File: config.mk
export PLATFORM = sky130hd
export DESIGN_NAME = te_transmission_estimator
export DESIGN_NICKNAME = d
export VERILOG_FILES = /design/src/rtl/te_pkg.sv /design/src/rtl/te_sat_clamp.sv /design/src/rtl/te_transmission_estimator.sv
export SDC_FILE = /design/constraint.sdc
export NUM_CORES = 1
export LEC_CHECK = 0
export BUFFER_PORTS_ARGS = -buffer_cell sky130_fd_sc_hd__buf_2
export CAP_MARGIN = 30
export CORE_MARGIN = 2
export CORE_UTILIZATION = 40
export CTS_CLUSTER_SIZE = 10
export DETAILED_ROUTE_END_ITERATION = 8
export SYNTH_ARGS = -nofsm -noshare
export SYNTH_HDL_FRONTEND = slang
export SYNTH_HIERARCHICAL = 1
export SYNTH_SLANG_ARGS = --single-unit
File: constraint.sdc
create_clock -name clk -period 4.8 [get_ports clk]
set_clock_uncertainty 0.2 [all_clocks]
set_input_delay 0.48 -clock clk [delete_from_list [all_inputs] [get_ports clk]]
set_output_delay 0.48 -clock clk [all_outputs]
set_load 0.05 [all_outputs]
File: src/rtl/te_pkg.sv
// Shared widths, defaults and helpers for the transmission estimation path.
// Imported by te_sat_clamp and te_transmission_estimator.
package te_pkg;

    localparam int FC_W   = 8;
    localparam int INVA_W = 10;
    localparam int T_W    = 8;
    localparam int CNT_W  = 20;

    localparam int OM_W = 8;
    localparam int P1_W = FC_W + INVA_W;
    localparam int P2_W = P1_W + OM_W;
    localparam int R_W  = 10;

    localparam logic [OM_W-1:0] OMEGA_DEF  = 8'd243;
    localparam logic [T_W-1:0]  T0_MIN_DEF = 8'd26;

    // Saturate a 10-bit ratio into the 8-bit transmission range.
    function automatic logic [T_W-1:0] sat8(input logic [R_W-1:0] r);
        return (r > R_W'(255)) ? {T_W{1'b1}} : r[T_W-1:0];
    endfunction

endpackage

File: src/rtl/te_sat_clamp.sv
// Combinational R -> T: saturate to 8 bits, invert from 255, clamp at T0_MIN.
// Ports: r (10b ratio omega*Fc/A), t (8b transmission, Q0.8).
module te_sat_clamp
    import te_pkg::*;
#(
    parameter logic [T_W-1:0] T0_MIN = T0_MIN_DEF
) (
    input  logic [R_W-1:0] r,
    output logic [T_W-1:0] t
);

    logic [T_W-1:0] tr;

    assign tr = T_W'(255) - sat8(r);
    assign t  = (tr < T0_MIN) ? T0_MIN : tr;

endmodule

File: src/rtl/te_transmission_estimator.sv
// Three-stage transmission map T = max(T0_MIN, 255 - omega*Fc/A) with handshake.
// Ports: clk, rst, in_valid/in_ready/Fc/Inv_Ac/in_last, out_valid/out_ready/T/out_last, pix_count.
module te_transmission_estimator
    import te_pkg::*;
#(
    parameter logic [OM_W-1:0] OMEGA  = OMEGA_DEF,
    parameter logic [T_W-1:0]  T0_MIN = T0_MIN_DEF
) (
    input  logic              clk,
    input  logic              rst,
    input  logic              in_valid,
    output logic              in_ready,
    input  logic [FC_W-1:0]   Fc,
    input  logic [INVA_W-1:0] Inv_Ac,
    input  logic              in_last,
    output logic              out_valid,
    input  logic              out_ready,
    output logic [T_W-1:0]    T,
    output logic              out_last,
    output logic [CNT_W-1:0]  pix_count
);

    logic            v1, v2, v3;
    logic            l1, l2, l3;
    logic [P1_W-1:0] p1;
    logic [P2_W-1:0] p2;
    logic [T_W-1:0]  t_q;
    logic [T_W-1:0]  t_nx;
    logic [CNT_W-1:0] cnt;
    logic            en;

    // Whole pipe moves as one; only a full, unaccepted S3 stalls it.
    assign en       = !v3 || out_ready;
    assign in_ready = en && !rst;

    te_sat_clamp #(
        .T0_MIN (T0_MIN)
    ) u_clamp (
        .r (p2[P2_W-1 -: R_W]),
        .t (t_nx)
    );

    always_ff @(posedge clk) begin
        if (rst) begin
            v1  <= 1'b0;
            v2  <= 1'b0;
            v3  <= 1'b0;
            l1  <= 1'b0;
            l2  <= 1'b0;
            l3  <= 1'b0;
            p1  <= '0;
            p2  <= '0;
            t_q <= '0;
            cnt <= '0;
        end else begin
            if (en) begin
                v1  <= in_valid;
                l1  <= in_last;
                p1  <= P1_W'(Fc) * P1_W'(Inv_Ac);
                v2  <= v1;
                l2  <= l1;
                p2  <= P2_W'(p1) * P2_W'(OMEGA);
                v3  <= v2;
                l3  <= l2;
                t_q <= t_nx;
            end
            if (v3 && out_ready) begin
                if (l3) begin
                    cnt <= '0;
                end else if (cnt != {CNT_W{1'b1}}) begin
                    cnt <= cnt + CNT_W'(1);
                end
            end
        end
    end

    assign out_valid = v3;
    assign T         = t_q;
    assign out_last  = l3;
    assign pix_count = cnt;

endmodule

**Word-level counts from Yosys, hierarchy flattened**

Index checks and enable logic that the tools add are counted.

- Bits in registers: 78
- Input bits: 23
- Output and inout port bits: 31
- Word-level logic and storage cells: 28

- $add $sub $neg: 2
- $mul: 2
- Magnitude comparators: 2
- Eq/ne operators: 1
- Mux-type cells: 4
- Reduce and logical (&&, ||, !) cells: 7

Operator list:

| cell | number |
|---|---|
| 20-bit two-way mux | 2 |
| 18-bit by 8-bit multiplier with 26-bit output (second input constant) | 1 |
| 20-bit by 1-bit adder with 20-bit output (second input constant) | 1 |
| 20-bit != test (second input constant) | 1 |
| 8-bit by 10-bit multiplier with 18-bit output | 1 |
| 8-bit two-way mux | 2 |
| 10-bit by 8-bit greater-than comparator with 1-bit output (second input constant) | 1 |
| 8-bit by 5-bit less-than comparator with 1-bit output (second input constant) | 1 |
| 8-bit subtractor (first input constant) | 1 |
| 1-bit logical AND | 2 |
| 1-bit logical NOT | 2 |
| 2-bit AND reduction | 1 |
| 2-bit nonzero test | 1 |
| 1-bit logical OR | 1 |

**Depth between registers and ports, before layout**

Gate-level depths: netlist of run 1.

- Depth after elaboration: 5
- Depth in mapped cells: 18
- Gate-level depth less buffers: 17

**Hierarchy**

Netlist of run 1, hierarchy kept.

By module, submodules not included:

| module | instances | cells an instance | area an instance (um^2) | sequential area each (um^2) |
|---|---|---|---|---|
| te_transmission_estimator | 1 | 919 | 7,902.6 | 1,241.2 |
| te_sat_clamp | 1 | 15 | 92.6 | 0.0 |

**Worst setup path before layout of run 1**

No wires, ideal clock.

- Kind: input to register
- Start: input port Fc[7]
- End: register p1[16]
- Setup time: 128 ps
- Arrival: 4,498 ps
- Data required time: 4,472 ps
- Path slack: -26 ps
- Stages: 16
- Path buffers: 1
- Path through: clkbuf_1 nand2_1 fa_1 fa_1 inv_1 fa_1 inv_1 fa_1 inv_1 ha_1 and4b_1 o21ai_0 o21ai_0 a311oi_1 xor2_1 o21ai_0

- Word-level cells in the longest chain between the ends: 1

Ends and longest elaborated chain:

| item | line | RTL |
|---|---|---|
| start: declaration | te_transmission_estimator.sv:13 | `input logic [FC_W-1:0] Fc,` |
| 8-bit by 10-bit multiplier with 18-bit output | te_transmission_estimator.sv:59 | `p1 <= P1_W'(Fc) * P1_W'(Inv_Ac);` |
| end signal: assignment | te_transmission_estimator.sv:59 |  |
| end: declaration | te_transmission_estimator.sv:25 | `logic [P1_W-1:0] p1;` |

Every way passes these cells.
A chain may end at the register's enable or synchronous reset.

**Worst setup path in the final report of run 1**

- Start: register p1[1]
- End: register p2[23]

- Word-level cells in the longest chain between the ends: 1

Ends and longest elaborated chain:

| item | line | RTL |
|---|---|---|
| 18-bit by 8-bit multiplier with 26-bit output | te_transmission_estimator.sv:62 | `p2 <= P2_W'(p1) * P2_W'(OMEGA);` |
| end signal: assignment | te_transmission_estimator.sv:62 |  |
| end: declaration | te_transmission_estimator.sv:26 | `logic [P2_W-1:0] p2;` |

Every way passes these cells.

==> metrics.yaml, run 1 <==
cts_buffer_depth: 2
most-common-layout-cells: "sky130_fd_sc_hd__inv_1, sky130_fd_sc_hd__fa_1, sky130_fd_sc_hd__nand2_1, sky130_fd_sc_hd__ha_1, sky130_fd_sc_hd__dfxtp_1"
global_route_usage_over_all_layers_pct: 16.5
globalRouteOverflowTotal: 0
timing.critical_path.to_type: "flop"
critical_path.endpoint: "p2[23]"
tightest_slew_ns: 0.941
detailedPlacementHpwl_um: 14600
syn_nets: 1162
max_freq_mhz: 216
vias: 6271
post_synth_num_cell_types: 57
async_flop_share_pct: 0
worstPathRequired_ns: 4.82
synth_warnings: 6
r2r_start: "p1[1]"
timing_worst_setup_path_type: "flop to flop"
data_arrival_time_of_the_critical_path_ns: 4.64
synth.ff_latch_count: 62
layout.cells.most_common: "sky130_fd_sc_hd__inv_1"
maxSlewHeadroom_pct: 37.0
buffer_ports.inserted: 53
gp_congestion: 0.829
syn_to_final_growth_pct: 16.0
ys_seq_area_share_pct: 15.5
antenna_found_initial: 0
finalHoldViolCount: 0
floorplan.die.width_um: 145
grt_start_max_net_pins: 35
post_synth.cell_area_avg_sq_um: 8.56
status: "complete, no violations"
cts_resized: 0
detail_route.drc_violations: 0
timing.final.crit_share_pct: 96.4
number_of_buffers_added_for_setup_after_cts: 0
routed_via_density: 4.79
worstHoldStart: "in_last"
detail_route.first_pass.iterations: 5
cts.sinks: 62
clock_tree.htree_level_count: 3
insertedDiodeCount: 0
dp_worst_setup_slack_ns: -0.0853
maxCapViolations: 0
clk_root_buffer_cell: "sky130_fd_sc_hd__clkbuf_16"
mappedNetlistArea_sq_um: 8000
die_area_sq_um: 21100
worst-path-max-fanout: 4
finalHoldWorstSlack_ns: 0.223
clkLatencyLatePin_ns: 0.33
clk_pin_slew_worst_paths_ns: 0.06
ios: 54
cts-hold-fix-buffers: 0
drt_iter0_drc: 187
vias_in_the_first_global_route: 6299
min-delay-path-class: "input pin to flop"
regToRegEndpoint: "p2[23]"
postSynthCellCount: 934
initial_core_utilization_pct: 40.9
r2r_cells: 15
final_net_count: 1266
setup_repair_after_global_routing_missed_its_margin: "false"
critPathLaunchType: "flop"
setup_violators_final: 0
postRouteAntennaNets: 0
row_count: 51
ys.flop_type: "sky130_fd_sc_hd__dfxtp_1"
number_of_cts_inserted_buffers: 9
die_y_um: 145
rrSetupSlack_ns: 0.17
startpoint: "p1[1]"
synth_enable_flop_cells: 0
final_critical_delay_including_setup_and_external_delays_ns: 4.63
layout_setup_ws_ns: 0.174
layout-drive-gt1-share_pct: 14.9
totalWireLength_um: 17000
tritoncts: "done"
coreArea_sq_um: 19500
report.final.slew_viol_count: 0
wirelength_per_cell_um: 13.0
grt_first_pass_wirelength_um: 29300
[sequential cells by signal (all words and copies together) (netlist names)]
name	flops
out_valid	1
pix_count	20
p1	18
T	8
l2	1
v1	1
out_last	1
p2	10
l1	1
v2	1
[critical path, stage by stage (launching register included)]
cell and delay, ns:
sky130_fd_sc_hd__dfxtp_1 0.31, sky130_fd_sc_hd__buf_4 0.15, sky130_fd_sc_hd__fa_1 0.49, sky130_fd_sc_hd__fa_1 0.49, sky130_fd_sc_hd__inv_1 0.05, sky130_fd_sc_hd__fa_1 0.46, sky130_fd_sc_hd__fa_1 0.54, sky130_fd_sc_hd__inv_1 0.04
sky130_fd_sc_hd__ha_1 0.34, sky130_fd_sc_hd__nand3_1 0.10, sky130_fd_sc_hd__a21oi_1 0.06, sky130_fd_sc_hd__o311a_1 0.33, sky130_fd_sc_hd__a211o_1 0.37, sky130_fd_sc_hd__a31oi_1 0.24, sky130_fd_sc_hd__xnor2_1 0.15, sky130_fd_sc_hd__a22o_1 0.20
[metal layers]
metal | vias up | wire length, um | share of wire [%] | track usage, %
li1 | 3172 | - | - | -
met1 | 3009 | 8440 | 50 | 22.6
met2 | 72 | 7960 | 47 | 28.0
met3 | 18 | 390 | 2.3 | 1.88
met4 | 0 | 231 | 1.4 | 4.36
met5 | - | 0 | 0 | 0
[logic make-up (layout without fill, tap and decap cells)]
family / after synthesis / after routing / synth area share (%)
mux: 1 / 1 / 0.125
xor+xnor: 35 / 35 / 3.83
flops: 62 / 62 / 15.5
simple gates: 278 / 278 / 17.5
buf+inv: 218 / 327 / 10.3
compound gates: 135 / 135 / 10.6
fa+ha+maj: 205 / 205 / 42.1
[area by class of cell]
| class | count | area (sq um) |
|---|---|---|
| Timing Repair Buffer | 114 | 731 |
| Fill cell | 1971 | 10300 |
| Sequential cell | 62 | 1240 |
| Tap cell | 265 | 332 |
| Clock inverter | 7 | 50.0 |
| Inverter | 197 | 739 |
| Multi-Input combinational cell | 654 | 5960 |
| Clock buffer | 9 | 225 |
[Yosys cell counts (8+ instances only)]
master / instances / share of area (%)
sky130_fd_sc_hd__xor2_1: 25 / 2.7
sky130_fd_sc_hd__nand2_1: 98 / 4.6
sky130_fd_sc_hd__o21ai_0: 30 / 1.9
sky130_fd_sc_hd__fa_1: 107 / 27
sky130_fd_sc_hd__clkbuf_1: 18 / 0.85
sky130_fd_sc_hd__nor2_1: 46 / 2.2
sky130_fd_sc_hd__dfxtp_1: 62 / 16
sky130_fd_sc_hd__nand3_1: 18 / 1.1
sky130_fd_sc_hd__and2_1: 55 / 4.3
sky130_fd_sc_hd__nor3_1: 11 / 0.69
sky130_fd_sc_hd__xnor2_1: 10 / 1.1
sky130_fd_sc_hd__a21o_1: 15 / 1.4
sky130_fd_sc_hd__inv_1: 197 / 9.2
sky130_fd_sc_hd__nand4_1: 8 / 0.63
sky130_fd_sc_hd__ha_1: 98 / 15
sky130_fd_sc_hd__a21oi_1: 55 / 3.4
[metrics by stage]
step / TNS (ns) / instances / cell area (sq um) / utilization (%)
global route: 0 / 1308 / 9270 / 47.5
floorplan: 0 / 934 / 8000 / -
CTS: 0 / 1308 / 9250 / 47.4
finish: 0 / 1308 / 9270 / 47.5
detailed placement: -0.175 / 1292 / 8980 / 46.0
global placement: -0.0629 / 1291 / 8960 / 45.9
[worst min path at each step]
stage / endpoint / slack, ns / depth (start not counted)
after floorplan: l1 / 0.23 / 2
after global placement: T[7] / 0.24 / 2
after detailed placement: T[7] / 0.24 / 2
after CTS: l1 / 0.20 / 3
after global routing: l1 / 0.23 / 3
final: l1 / 0.22 / 3
Power of run 1 is left out: the tool's default activity adds up to more than one toggle a clock period on the data nets, which glitch-free logic cannot reach.
==> run 2, diff against run 1 <==
--- a/config.mk
+++ b/config.mk
@@ -5,6 +5,7 @@
 export SDC_FILE = /design/constraint.sdc
 export NUM_CORES = 1
 export LEC_CHECK = 0
+export ABC_AREA = 1
 export BUFFER_PORTS_ARGS = -buffer_cell sky130_fd_sc_hd__buf_2
 export CAP_MARGIN = 30
 export CORE_MARGIN = 2
==> constraint.sdc (replaced) <==
create_clock -name clk -period 4.8 [get_ports clk]
set_clock_uncertainty 0.2 [all_clocks]
set_input_delay 0.48 -clock clk [delete_from_list [all_inputs] [get_ports clk]]
set_output_delay 0.48 -clock clk [all_outputs]
set_load 0.1 [all_outputs]
==> run 2 against run 1 <==
Effect of this change: fmax increased by 4.1%; global-route usage increased by 1.3 points; design area rose by 6.2%; via count grew 21%; non-clock buffer count shrank 51; register-to-register slack improved by 0.18 ns; largest cell class unchanged; highest routed layer unchanged.
==> metrics.yaml, run 2 <==
status: "complete, no violations"  # unchanged
tritoncts: "done"  # unchanged
drt_iter0_drc: 368  # was 187
number_of_buffers_added_for_setup_after_cts: 0  # unchanged
ys_seq_area_share_pct: 13.8  # was 15.5%
timing_worst_setup_path_type: "flop to flop"  # unchanged
data_arrival_time_of_the_critical_path_ns: 4.49  # was 4.64 ns
vias_in_the_first_global_route: 7566  # was 6299
post_synth.cell_area_avg_sq_um: 6.91  # was 8.56 sq um
critical_path_max_stage_delay_ns: 0.55  # was 0.54 ns
critPathLaunchType: "flop"  # unchanged
vias: 7570  # was 6271
timing.critical_path.to_type: "flop"  # unchanged
final_net_count: 1570  # was 1266
clkLatencyLatePin_ns: 0.34  # was 0.33 ns
worstPathRequired_ns: 4.85  # was 4.82 ns
clk_root_buffer_cell: "sky130_fd_sc_hd__clkbuf_16"  # unchanged
ys.flop_type: "sky130_fd_sc_hd__dfxtp_1"  # unchanged
yosys-top-cells-count: "sky130_fd_sc_hd__inv_1, sky130_fd_sc_hd__nand2_1, sky130_fd_sc_hd__nor2_1, sky130_fd_sc_hd__fa_1, sky130_fd_sc_hd__ha_1"  # was sky130_fd_sc_hd__inv_1, sky130_fd_sc_hd__fa_1, sky130_fd_sc_hd__ha_1, sky130_fd_sc_hd__nand2_1, sky130_fd_sc_hd__dfxtp_1
floorplan.die.width_um: 154  # was 145 um
detailedPlacementHpwl_um: 16400  # was 14600 um
timing.final.crit_share_pct: 92.5  # was 96.4%
ios: 54  # unchanged
layout.cells.most_common: "sky130_fd_sc_hd__inv_1"  # unchanged
wirelength_per_cell_um: 12.0  # was 13.0 um
detail_route.drc_violations: 0  # unchanged
die_y_um: 154  # was 145 um
tightest_slew_ns: 0.732  # was 0.941 ns
globalRouteOverflowTotal: 0  # unchanged
finalHoldViolCount: 0  # unchanged
setup_violators_final: 0  # unchanged
post_synth_num_cell_types: 38  # was 57
final_critical_delay_including_setup_and_external_delays_ns: 4.44  # was 4.63 ns
max_freq_mhz: 225  # was 216 MHz
routed_via_density: 4.65  # was 4.79
grt_start_max_net_pins: 33  # was 35
largest_register_ff_count: 20  # unchanged
cts_buffer_depth: 2  # unchanged
grt_first_pass_wirelength_um: 35100  # was 29300 um
detail_route.first_pass.iterations: 5  # unchanged
worst-path-max-fanout: 5  # was 4
fill_cells: 2270  # was 1971
syn_to_final_growth_pct: 9.50  # was 16.0%
area_share_of_the_largest_cell_type_after_synthesis_pct: 23.8  # was 26.8%
die_area_sq_um: 23700  # was 21100 sq um
antenna_found_initial: 0  # unchanged
coreArea_sq_um: 22000  # was 19500 sq um
crit_family: "adder cells"  # unchanged
synth.ff_latch_count: 62  # unchanged
syn_nets: 1529  # was 1162
synthDominantAreaCellType: "sky130_fd_sc_hd__fa_1"  # unchanged
setup_repair_after_global_routing_missed_its_margin: "false"  # unchanged
initial_core_utilization_pct: 41.0  # was 40.9%
async_flop_share_pct: 0  # unchanged
cts.sinks: 62  # unchanged
clk_pin_slew_worst_paths_ns: 0.06  # about the same
buffer_ports.inserted: 53  # unchanged
synthMostInstantiatedCell: "sky130_fd_sc_hd__inv_1"  # unchanged
mappedNetlistArea_sq_um: 8990  # was 8000 sq um
postSynthCellCount: 1301  # was 934
synth_warnings: 6  # unchanged
cts-hold-fix-buffers: 0  # unchanged
min-delay-path-class: "input pin to flop"  # unchanged
layout-drive-gt1-share_pct: 7.13  # was 14.9%
global_route_usage_over_all_layers_pct: 17.8  # was 16.5%
gp_congestion: 0.872  # was 0.829
cp_cell_sequence: "inv_1, fa_1, inv_1, fa_1, inv_1, fa_1, fa_1, inv_1, ha_1, nand2_1, nor2_1, nand2_1, nor2_1, nand2_1, nand2_1, nor2_1, nand3_1, nand3_1, nand2_1, inv_1"  # was buf_4, fa_1, fa_1, inv_1, fa_1, fa_1, inv_1, ha_1, nand3_1, a21oi_1, o311a_1, a211o_1, a31oi_1, xnor2_1, a22o_1
row_count: 54  # was 51
totalNegativeSetupSlack_ns: 0  # unchanged
synth_enable_flop_cells: 0  # unchanged
postRouteAntennaNets: 0  # unchanged
maxCapViolations: 0  # unchanged
critical_path.n_buffers_inverters: 5  # was 3
number_of_cts_inserted_buffers: 9  # unchanged
report.final.slew_viol_count: 0  # unchanged
insertedDiodeCount: 0  # unchanged
cts_resized: 0  # unchanged
cell_with_the_largest_stage_delay_on_the_worst_path: "sky130_fd_sc_hd__fa_1"  # unchanged
totalWireLength_um: 19500  # was 17000 um
synth.area.top_cells: "sky130_fd_sc_hd__fa_1, sky130_fd_sc_hd__inv_1, sky130_fd_sc_hd__dfxtp_1"  # was sky130_fd_sc_hd__fa_1, sky130_fd_sc_hd__dfxtp_1, sky130_fd_sc_hd__ha_1
clock_tree.htree_level_count: 3  # unchanged
maxSlewHeadroom_pct: 51.1  # was 37.0%
most-common-layout-cells: "sky130_fd_sc_hd__inv_1, sky130_fd_sc_hd__nand2_1, sky130_fd_sc_hd__nor2_1"  # was sky130_fd_sc_hd__inv_1, sky130_fd_sc_hd__fa_1, sky130_fd_sc_hd__nand2_1, sky130_fd_sc_hd__ha_1, sky130_fd_sc_hd__dfxtp_1
## run 2: cell types whose count changed in the layout (fill, tap and decap cells not counted), moves of 28 or more
| cell | previous run | this run |
|---|---|---|
| sky130_fd_sc_hd__inv_1 | 197 | 349 |
| sky130_fd_sc_hd__nand2_1 | 98 | 282 |
| sky130_fd_sc_hd__buf_4 | 60 | 10 |
| sky130_fd_sc_hd__nor2_1 | 45 | 130 |
| sky130_fd_sc_hd__and2_1 | 55 | 2 |
| sky130_fd_sc_hd__nand3_1 | 18 | 46 |
## run 2: per-layer routing
| metal | share of wire, % | vias up | global-route usage (%) |
|---|---|---|---|
| met5 | 0 | - | 0 |
| met4 | 1.8 | 0 | 5.07 |
| met3 | 2.5 | 25 | 2.14 |
| met2 | 46 | 104 | 30.3 |
| met1 | 50 | 3484 | 23.9 |
| li1 | - | 3957 | - |
## run 2: through the flow
| step | utilization, % | worst slack (ns) | hold slack (ns) | cell area [sq um] | cells |
|---|---|---|---|---|---|
| floorplan | - | 0.252 | 0.231 | 8990 | 1301 |
| global placement | 43.5 | 0.213 | 0.240 | 9550 | 1611 |
| detailed placement | 43.5 | 0.153 | 0.250 | 9550 | 1611 |
| finish | 44.8 | 0.358 | 0.222 | 9850 | 1627 |
| global route | 44.8 | 0.00417 | 0.231 | 9850 | 1627 |
| CTS | 44.8 | 0.293 | 0.213 | 9850 | 1627 |
## run 2: cell type report
class,count,area (sq um),area share [%]
inverters,352,1320,13.4
flip-flops and latches,62,1240,12.6
clock inverters,5,58.8,0.597
well taps,280,350,3.56
clock buffers,11,243,2.46
multi-input cells,854,6290,63.9
repair buffers,63,340,3.46
## run 2: final timing paths
| path | cells past startpoint | end | slack (ns) | startpoint |
|---|---|---|---|---|
| worst min register to register | 2 | v2 | 0.26 | v2 |
| worst max register to register | 20 | p2[22] | 0.36 | p1[10] |
| worst max-delay path | 20 | p2[22] | 0.36 | p1[10] |
| worst min-delay path | 3 | l1 | 0.22 | in_last |
## run 2: worst min-delay path: cells and delay by family
kind | cells | cell delay, ns
buffers and inverters | 1 | 0.09
AOI/OAI and AO/OA | 1 | 0.08
and+or+nand+nor | 1 | 0.08
## run 2: cell families (layout without fill, tap and decap cells)
| group | after synthesis | after routing | share of synthesized area (%) |
|---|---|---|---|
| simple gates | 509 | 509 | 23.6 |
| buf+inv | 385 | 431 | 16.2 |
| fa+ha+maj | 205 | 205 | 37.5 |
| compound gates | 127 | 127 | 7.62 |
| flops | 62 | 62 | 13.8 |
| xor+xnor | 13 | 13 | 1.27 |
Power of run 2 is left out for the same reason.
==> run 3, diff against run 2 <==
--- a/config.mk
+++ b/config.mk
@@ -8,6 +8,7 @@
 export ABC_AREA = 1
 export BUFFER_PORTS_ARGS = -buffer_cell sky130_fd_sc_hd__buf_2
 export CAP_MARGIN = 30
+export CORE_ASPECT_RATIO = 0.6
 export CORE_MARGIN = 2
 export CORE_UTILIZATION = 40
 export CTS_CLUSTER_SIZE = 10
==> run 3 against run 2 <==
Effect of this change: utilization about the same; sequential share of layout area about the same; count of clock-buffer cells in the layout decreased by 2; first-iteration DRC count increased by 74%; global-route usage increased by 2.1 points; hold slack got worse by 0.032 ns; via count increased by 4.5%; design area increased by 0.41%; setup slack got worse by 0.064 ns; critical path depth decreased by 3; register-to-register slack got worse by 0.06 ns; critical endpoint is now p2[20].
==> metrics.yaml, run 3 (synthesized netlist as in run 2, its figures left out) <==
status: "complete, no violations"  # unchanged
detail_route.first_pass.iterations: 5  # unchanged
layout.cells.most_common: "sky130_fd_sc_hd__inv_1"  # unchanged
max_freq_mhz: 222  # was 225 MHz
initial_core_utilization_pct: 40.7  # was 41.0%
largest_register_ff_count: 20  # unchanged
tritoncts: "done"  # unchanged
gp_congestion: 0.903  # was 0.872
antenna_found_initial: 0  # unchanged
detail_route.drc_violations: 0  # unchanged
drt_iter0_drc: 640  # was 368
cts_resized: 0  # unchanged
timing.critical_path.to_type: "flop"  # unchanged
routed_via_density: 4.84  # was 4.65
die_y_um: 120  # was 154 um
finalNonFillerCells: 1636  # was 1627
vias_in_the_first_global_route: 7538  # was 7566
postRouteAntennaNets: 0  # unchanged
die_area_sq_um: 23700  # about the same
insertedDiodeCount: 0  # unchanged
most-common-layout-cells: "sky130_fd_sc_hd__inv_1, sky130_fd_sc_hd__nand2_1, sky130_fd_sc_hd__nor2_1"  # unchanged
grt_first_pass_wirelength_um: 37900  # was 35100 um
global_route_usage_over_all_layers_pct: 20.0  # was 17.8%
buffer_ports.inserted: 53  # unchanged
worst-path-max-fanout: 4  # was 5
clock_tree.htree_level_count: 3  # unchanged
final_critical_delay_including_setup_and_external_delays_ns: 4.51  # was 4.44 ns
dp_worst_setup_slack_ns: 0.105  # was 0.153 ns
critPathLaunchType: "flop"  # unchanged
row_count: 42  # was 54
vias: 7914  # was 7570
layout-drive-gt1-share_pct: 7.70  # was 7.13%
timing_worst_setup_path_type: "flop to flop"  # unchanged
worstHoldStart: "in_last"  # unchanged
totalWireLength_um: 22000  # was 19500 um
startpoint: "p1[8]"  # was p1[10]
layout_setup_ws_ns: 0.294  # was 0.358 ns
min-delay-path-class: "input pin to flop"  # unchanged
ios: 54  # unchanged
report.final.slew_viol_count: 0  # unchanged
cts.sinks: 62  # unchanged
floorplan.die.width_um: 198  # was 154 um
fill_cells: 2340  # was 2270
timing.final.crit_share_pct: 93.9  # was 92.5%
grt_start_max_net_pins: 36  # was 33
clkLatencyLatePin_ns: 0.34  # about the same
setup_violators_final: 0  # unchanged
finalHoldViolCount: 0  # unchanged
dpl.cell_count: 1620  # was 1611
clk_root_buffer_cell: "sky130_fd_sc_hd__clkbuf_16"  # unchanged
data_arrival_time_of_the_critical_path_ns: 4.54  # was 4.49 ns
globalRouteOverflowTotal: 0  # unchanged
number_of_buffers_added_for_setup_after_cts: 0  # unchanged
totalNegativeSetupSlack_ns: 0  # unchanged
maxCapViolations: 0  # unchanged
coreArea_sq_um: 22100  # was 22000 sq um
r2r_start: "p1[8]"  # was p1[10]
rrSetupSlack_ns: 0.29  # was 0.36 ns
final_net_count: 1573  # was 1570
wirelength_per_cell_um: 13.5  # was 12.0 um
cts_buffer_depth: 2  # unchanged
tightest_slew_ns: 0.773  # was 0.732 ns
syn_to_final_growth_pct: 9.95  # was 9.50%
detailedPlacementHpwl_um: 18500  # was 16400 um
worstPathRequired_ns: 4.83  # was 4.85 ns
maxSlewHeadroom_pct: 48.4  # was 51.1%
cts-hold-fix-buffers: 0  # unchanged
setup_repair_after_global_routing_missed_its_margin: "false"  # unchanged
clk_pin_slew_worst_paths_ns: 0.07  # was 0.06 ns
number_of_cts_inserted_buffers: 9  # unchanged
postLayoutCoreUtil_pct: 44.8  # about the same
## run 3: layout make-up
cell class                      count  area, sq um  share of cell area, %
Multi-Input combinational cell    854         6300                   63.7
Inverter                          352         1320                   13.4
Sequential cell                    62         1240                   12.6
Timing Repair Buffer               66          363                   3.67
Tap cell                          286          358                   3.62
Clock buffer                        9          225                   2.28
Clock inverter                      7         80.1                  0.810
## run 3: final timing paths
check	cells past startpoint	endpoint
worst max register to register	17	p2[20]
worst min-delay path	3	l1
worst max-delay path	17	p2[20]
worst min register to register	2	v2
## run 3: stage by stage
stage	area, sq um	hold slack (ns)
6_report	9890	0.190
3_3_place_gp	9580	0.243
3_5_place_dp	9580	0.249
2_1_floorplan	8990	0.231
4_1_cts	9880	0.191
5_1_grt	9890	0.230
## run 3: metal layers
metal	global-route usage, %	vias to the layer above	wire length, um
met5	0	-	0
met4	2.02	0	68
met3	2.59	7	1520
met2	26.3	208	7790
met1	34.3	3739	12600
li1	-	3960	-
## run 3: critical path, cell delays in order (launching register included)
cell and delay, ns:
sky130_fd_sc_hd__dfxtp_1 0.46, sky130_fd_sc_hd__inv_1 0.18, sky130_fd_sc_hd__fa_1 0.55, sky130_fd_sc_hd__inv_1 0.05, sky130_fd_sc_hd__fa_1 0.49, sky130_fd_sc_hd__inv_1 0.05, sky130_fd_sc_hd__fa_1 0.40, sky130_fd_sc_hd__fa_1 0.48
sky130_fd_sc_hd__inv_1 0.04, sky130_fd_sc_hd__ha_1 0.36, sky130_fd_sc_hd__nand2_1 0.15, sky130_fd_sc_hd__nor2_1 0.22, sky130_fd_sc_hd__and2_1 0.18, sky130_fd_sc_hd__nand4_1 0.14, sky130_fd_sc_hd__nand4_1 0.14, sky130_fd_sc_hd__nand3_1 0.16
sky130_fd_sc_hd__nand2_1 0.11, sky130_fd_sc_hd__inv_1 0.04
Power of run 3 is left out for the same reason.
